==> src/rtl/dcache_wb.sv <==
// Direct-mapped, write-back, write-allocate data cache: 8 lines x 4 words.
// Memory traffic is whole lines; the processor address is held stable while stalled.
module dcache_wb (
  input  logic         clk,
  input  logic         proc_reset,
  input  logic         proc_read,
  input  logic         proc_write,
  input  logic [29:0]  proc_addr,
  input  logic [31:0]  proc_wdata,
  output logic [31:0]  proc_rdata,
  output logic         proc_stall,
  output logic         mem_read,
  output logic         mem_write,
  output logic [27:0]  mem_addr,
  output logic [127:0] mem_wdata,
  input  logic [127:0] mem_rdata,
  input  logic         mem_ready
);

  // COMPARE: serve hits / detect misses; WRITEBACK: evict dirty victim;
  // ALLOCATE: fetch line; REFILL: one settle cycle before the retried hit.
  typedef enum logic [1:0] {
    S_COMPARE   = 2'd0,
    S_WRITEBACK = 2'd1,
    S_ALLOCATE  = 2'd2,
    S_REFILL    = 2'd3
  } state_t;

  state_t       state_q, state_d;
  logic [7:0]   valid_q;
  logic [7:0]   dirty_q;
  logic [24:0]  tag_q  [8];
  logic [31:0]  data_q [8][4];

  logic [2:0]   idx;
  logic [24:0]  tag;
  logic [1:0]   off;
  logic         req;
  logic         hit;
  logic         write_hit;
  logic         fill;
  logic         clr_dirty;

  assign idx = proc_addr[4:2];
  assign tag = proc_addr[29:5];
  assign off = proc_addr[1:0];
  assign req = proc_read | proc_write;
  assign hit = valid_q[idx] && (tag_q[idx] == tag) && req;

  always_comb begin
    state_d    = state_q;
    proc_stall = 1'b0;
    proc_rdata = 32'd0;
    mem_read   = 1'b0;
    mem_write  = 1'b0;
    mem_addr   = 28'd0;
    mem_wdata  = 128'd0;
    write_hit  = 1'b0;
    fill       = 1'b0;
    clr_dirty  = 1'b0;
    unique case (state_q)
      S_COMPARE: begin
        if (hit) begin
          if (proc_read) proc_rdata = data_q[idx][off];
          write_hit = proc_write;
        end else if (req) begin
          proc_stall = 1'b1;
          state_d    = (valid_q[idx] && dirty_q[idx]) ? S_WRITEBACK : S_ALLOCATE;
        end
      end
      S_WRITEBACK: begin
        proc_stall = 1'b1;
        mem_write  = 1'b1;
        mem_addr   = {tag_q[idx], idx};
        mem_wdata  = {data_q[idx][3], data_q[idx][2], data_q[idx][1], data_q[idx][0]};
        if (mem_ready) begin
          clr_dirty = 1'b1;
          state_d   = S_ALLOCATE;
        end
      end
      S_ALLOCATE: begin
        proc_stall = 1'b1;
        mem_read   = 1'b1;
        mem_addr   = proc_addr[29:2];
        if (mem_ready) begin
          fill    = 1'b1;
          state_d = S_REFILL;
        end
      end
      S_REFILL: begin
        proc_stall = 1'b1;
        state_d    = S_COMPARE;
      end
      default: state_d = S_COMPARE;
    endcase
  end

  always_ff @(posedge clk) begin
    if (proc_reset) begin
      state_q <= S_COMPARE;
      valid_q <= 8'd0;
      dirty_q <= 8'd0;
      for (int i = 0; i < 8; i++) begin
        tag_q[i] <= 25'd0;
        for (int j = 0; j < 4; j++) data_q[i][j] <= 32'd0;
      end
    end else begin
      state_q <= state_d;
      if (write_hit) begin
        data_q[idx][off] <= proc_wdata;
        dirty_q[idx]     <= 1'b1;
      end
      if (clr_dirty) dirty_q[idx] <= 1'b0;
      if (fill) begin
        for (int w = 0; w < 4; w++) data_q[idx][w] <= mem_rdata[w*32 +: 32];
        tag_q[idx]   <= tag;
        valid_q[idx] <= 1'b1;
        dirty_q[idx] <= 1'b0;
      end
    end
  end

endmodule

==> config.mk <==
export PLATFORM = sky130hd
export DESIGN_NAME = dcache_wb
export DESIGN_NICKNAME = d
export VERILOG_FILES = /design/src/rtl/dcache_wb.sv
export SDC_FILE = /design/constraint.sdc
export NUM_CORES = 2
export LEC_CHECK = 0
export ABC_AREA = 1
export BUFFER_PORTS_ARGS = -buffer_cell sky130_fd_sc_hd__buf_2
export CAP_MARGIN = 20
export CORE_MARGIN = 4
export CORE_UTILIZATION = 55
export DETAILED_ROUTE_END_ITERATION = 12
export HOLD_SLACK_MARGIN = 0.15
export PLACE_DENSITY = 0.74
export SLEW_MARGIN = 20
export SYNTH_ARGS = -nofsm -noshare
export SYNTH_HDL_FRONTEND = slang
export SYNTH_SLANG_ARGS = --single-unit
export TNS_END_PERCENT = 30
==> constraint.sdc <==
create_clock -name clk -period 6.5 [get_ports clk]
set_input_delay 1.95 -clock clk [delete_from_list [all_inputs] [get_ports clk]]
set_output_delay 1.95 -clock clk [all_outputs]
set_load 0.05 [all_outputs]
After elaboration in Yosys (flattened, before gate mapping)
Memory sizes are Yosys's and may differ from the RTL's.
Cells that the tools add are included.
W data, S select, Z words.
{ "word_totals": {"register_bits": 18, "ram_bits": 1224, "in_bits": 195, "output_inout_bits": 191, "wordCells": 341, "mem_count": 2} }
{ "op_classes": {"order_cmp": 4, "eq_ne": 8, "n_mux": 179, "n_bitwise": 135, "n_reduce_logical": 10} }
{ "memory_table": {"columns": ["memory", "depth", "word_bits", "read_ports", "rd_ports_with_merged_regs", "write_ports", "line_no", "source"], "rows": [
  ["data_q", 8, 128, 1, 0, 8, "33", "logic [31:0] data_q [8][4];"],
  ["tag_q", 8, 25, 1, 0, 8, "32", "logic [24:0] tag_q [8];"]
]} }
{ "ops": {"columns": ["operator", "n"], "rows": [
  ["$mux W128", 4],
  ["$mux W32", 6],
  ["$mux W1", 148],
  ["$or A1 B1 Y1", 129],
  ["$reduce_or A128 Y1", 1],
  ["$bmux W32 S2", 1],
  ["$demux W32 S2", 1],
  ["$pmux W28 S2", 1],
  ["$mux W8", 5],
  ["$eq A25 B25 Y1", 1],
  ["$mux W25", 1],
  ["$reduce_or A25 Y1", 1],
  ["$and A8 B8 Y8", 2],
  ["$or A8 B8 Y8", 2],
  ["$mux W2", 5],
  ["$ne A2 B2 Y1 const B", 4],
  ["$not A8 Y8", 1],
  ["$pmux W2 S4", 1],
  ["$bmux W1 S3", 2],
  ["$mux W3", 2],
  ["$logic_and A1 B1 Y1", 5],
  ["$eq A2 B2 Y1 const B", 2],
  ["$lt A3 B4 Y1 const B", 1],
  ["$reduce_and A4 Y1", 1],
  ["9 further kinds", 9]
]} }

Longest topological paths before layout
{ "depth": {"ltp_word": 13, "depth_mapped": 21, "depth_no_buf": 18} }

Least setup slack after synthesis
Ideal clock, no wire load.
{ "synth_path": {"path_type": "in2out", "start": "input proc_addr[3]", "end": "output proc_rdata[3]", "arrival_time_ns": 4.558, "t_required_ns": 4.550, "slack_ns": -0.008, "stages": 10, "n_path_buf": 4, "cell_sequence": "buf_6 > nand2_4 > buf_2 > nor2_1 > clkbuf_1 > buf_2 > a22oi_1 > nand4_1 > nand2_1 > a21oi_1"} }
{ "synth_between": {"elab_chain_cells": 7, "word_cells_on_any_way": 13, "classes_between": "eq/ne: 1; mux: 8; reduce/logical: 2; memory: 2"} }
{ "synth_rtl": {"columns": ["element", "line_no", "source"], "rows": [
  ["start, declared", "8", "input logic [29:0] proc_addr,"],
  ["$mem_v2 Z8 W128", null, null],
  ["$bmux W32 S2", "64", "if (proc_read) proc_rdata = data_q[idx][off];"],
  ["$mux W32 (implied by the code) (2 in a row)", "64", null],
  ["$mux W32", "64", null],
  ["$mux W32 (*)", "63", "if (hit) begin"],
  ["$mux W32 (*)", "61", "unique case (state_q)"],
  ["end, declared", "10", "output logic [31:0] proc_rdata,"]
]} }
Every way passes the cells marked *; elsewhere a longest branch is shown, timed or not. The select of a mux whose other input is x is not followed.

Worst setup path after layout
{ "layout_path": {"start": "input proc_addr[2]", "end": "output proc_rdata[3]"} }
The elaborated chain is that of the path after synthesis.

==> metrics.csv <==
stage,metric,value,unit
floorplanning,Die ar.,108800,sq um
cts,Root Driver,clkbuf_16,
worst_setup_path,critical path type,input pin to primary output,
power,power density over the cells,287.7,nW/um^2
worst_setup_path,Crit. End Element,primary output,
yosys,Syn Nets,5555,
yosys,Synth Area in Adders,0.0008788,
route,via-per-instance ratio,6.244,
yosys,Post-synth ARST share,0,
finish,share of post-route cells with drive strength above 1,0.2078,
power,Worst VDD drop,0.2252,mV
global_route,first-pass GRT wire length,300.9,mm
worst_setup_path,crit-path cells,"buf_16, inv_12, buf_12, or2_1, nand2_1, nand2_1, o21ai_2, nand2_1, nor2_4, nand4_1, nor2_1, nand2_1, nor3_4, buf_6, nand2_8, buf_16, a21oi_4, buf_12",
timing,Hold Fails Final Rpt,0,
worst_hold_path,min-delay src,valid_q[5],
timing,RSZ-0062 raised after global routing,true,
floorplanning,area of the core,102300,sq um
worst_hold_path,hold path cells,2,
route,Iteration-0 DRC Markers,7565,
run,maximum capacitance violations,0,
cts,worst-case clock buffer depth,3,
power,P_leak,28.70,nW
finish,synthesis-to-layout area growth,21.92,%
cts,cts hold-fix bufs,0,
finish,Non-Filler Instances,7573,
cts,clk slew on worst S/H paths,60,ps
global_route,pin count of the biggest net entering global routing,76,
finish,Util after Layout,0.6786,
cts,CTS tree,yes,
yosys,Post-Syn Instances,5356,
yosys,YS warnings,0,
timing,minimum clock period,6567,ps
cts,worst skew pair latency,730,ps
worst_setup_path,Setup crit start kind,input pin,
route,router iterations before antenna repair,7,
worst_hold_path,worst hold path type,flop to flop,
timing,clock skew after layout,34.81,ps
worst_setup_path,Critical Path Slowest Stage Cell,nor3_4,
place,placed cells,7303,
finish,nets,6294,
timing,Final setup viols,31,
floorplanning,Initial Util,0.5565,
timing,Slew @ Worst Pin,1170,ps
yosys,Compound-Gate Fraction of Synth Area,0.08496,
cts,CTS HTree Levels,3,
route,vias,47290,
timing,crit share post-route,1.010,
worst_setup_path,Critical Path Fanout Max,8,
place,Port Buf Inserts,385,
worst_setup_path,Critical Path Start,proc_addr[2],
timing,fmax,152.3,MHz
yosys,#FFs+latches synth,1242,
yosys,Synth Area in XOR/XNOR,0,
worst_setup_path,crit path DAT,4620,ps
yosys,sequential share of the synthesized area,0.6517,
global_route,vias in the first global route,44840,
worst_setup_path,"Req. time, crit path",4550,ps
route,DR WL/cell,28.36,microns
timing,Rel. slew slack,0.2178,
global_route,Overflow after GRT,0,
place,DP HPWL,139.6,mm
yosys,combinational family with the most area after synthesis,simple AND/OR/NAND/NOR gates,
yosys,Synth Area per Inst,10.63,sq um
yosys,Simple-Gate Fraction of Synth Area,0.1944,
worst_setup_path,R2R cell count,19,
floorplanning,Die X-Extent,329.8,microns
outcome,failing checks,setup timing,
cts,Num CTS Buffers,121,
worst_setup_path,CP peak stage delay,280,ps
timing,PnR worst setup slack,-67.16,ps
floorplanning,Site Rows,117,
route,Routed Antenna Nets,0,
floorplanning,chip height,329.8,microns
route,WL final,214.8,mm
cts,CTS sink cnt,1242,
place,Final Wtd Congestion,1.008,
yosys,"EDFF count, synth",1224,
global_route,initial antenna violation count,15,
route,Residual DRC,0,
floorplanning,io pins,386,
yosys,multiplexer share of the synthesized area,0,
yosys,post-synthesis cell type count,47,
yosys,Post-synth top flop,edfxtp_1,
worst_setup_path,cell mode on critical path,nand2_1,
worst_setup_path,worst r2r src,tag_q[2][16],
timing,Slew Limit Fails,0,
global_route,GR Util All Layers,0.3828,
yosys,Post-Syn Area,56950,sq um
outcome,run status,finished with violations,
metrics by stage:
step | power, mW | hold slack (ps) | area, sq um | setup TNS [ps] | setup slack, ps
2_1_floorplan | 11.35 | 424.2 | 56950 | 0 | 75.40
3_3_place_gp | 13.05 | 436.2 | 64490 | -9641 | -372.2
3_5_place_dp | 13.09 | 441.8 | 64490 | -8048 | -346.7
4_1_cts | 19.73 | 454.3 | 68580 | -201.6 | -61.00
5_1_grt | 20.41 | 486.1 | 69410 | -4072 | -151.8
6_report | 19.98 | 453.7 | 69430 | -1144 | -67.16
synthesized netlist by cell type (25+ instances only):
library cell     n  area [sq um]
a22o_1         176          1541
nand2_1        886          3326
o21ai_0         60         300.3
inv_1          455          1708
nand4_1         87         544.3
a22oi_1         86         645.6
nor2_1        1500          5630
buf_2           30         150.1
buf_1           25         93.84
a221oi_1       140          1226
clkbuf_1       145         544.3
nand3_1         75         375.4
edfxtp_1      1224         36760
o22ai_1         32         200.2
buf_6          100          1126
clkinv_1        26         97.59
a21oi_1        119         595.6
nand2_8         36         720.7
worst max-delay path: cells and delay by family:
family	cells	cell delay [ps]
compound gates	2	380
buf+inv	6	890
simple gates	10	1370
path summary, 6_finish.rpt:
kind	end	slack, ps
max	proc_rdata[3]	-70
min	valid_q[5]	450
max reg2reg	data_q[1][52]	2700
min reg2reg	valid_q[5]	450
state kept, by name (all words and copies together) (netlist names):
| register | cells |
|---|---|
| tag_q | 200 |
| data_q | 1024 |
| state_q | 2 |
| valid_q | 8 |
| dirty_q | 8 |
metal layers:
metal / GRT usage / share of wire / vias up
met5: 0 / 0.0012 / -
met3: 0.1421 / 0.17 / 818
li1: - / - / 19780
met2: 0.5544 / 0.43 / 4224
met4: 0.2486 / 0.077 / 17
met1: 0.4859 / 0.33 / 22450
placed cells by master, fill, tap and decap left out, types with 17 or more instances in the layout:
| cell | count |
|---|---|
| a21oi_1 | 112 |
| a221oi_1 | 131 |
| a22o_1 | 176 |
| a22oi_1 | 86 |
| buf_12 | 151 |
| buf_2 | 300 |
| buf_4 | 436 |
| buf_6 | 27 |
| clkbuf_1 | 31 |
| clkbuf_16 | 131 |
| clkinv_1 | 55 |
| clkinv_2 | 17 |
| dfxtp_1 | 18 |
| edfxtp_1 | 1224 |
| inv_1 | 447 |
| nand2_1 | 862 |
| nand2_2 | 24 |
| nand2_8 | 38 |
| nand3_1 | 66 |
| nand4_1 | 87 |
| nor2_1 | 1463 |
| nor2_2 | 24 |
| nor2_4 | 19 |
| o21ai_0 | 56 |
| o22ai_1 | 32 |
where the power goes:
| group | switching, mW | internal (mW) | total [mW] |
|---|---|---|---|
| combinational | 2.89 | 1.00 | 3.89 |
| sequential | 0.112 | 9.16 | 9.27 |
| clock | 3.04 | 3.77 | 6.81 |
| total | 6.04 | 13.9 | 20.0 |
cell type report:
type	instances	area, sq um
sequential	1242	37120
fill	7278	32890
multi-input combinational	3309	16500
timing repair buffer	930	8452
clock buffer	159	3286
inverter	491	1876
tap	1368	1712
clock inverter	63	461.7
antenna	11	27.53
kinds of logic after synthesis:
logic type	Yosys count
AND/OR/NAND/NOR	2644
flip-flops	1242
buffers and inverters	806
AO/OA/AOI/OAI	660
adder cells (fa/ha/maj)	4
what timing repair did:
action	4_1_cts	5_1_grt
gates resized for setup	56	143
hold endpoints to repair	0	0
pin swaps	8	38
buffers inserted	13	17
gates cloned	1	7
setup endpoints to repair	39	39
(Power assumes the default switching activity.)
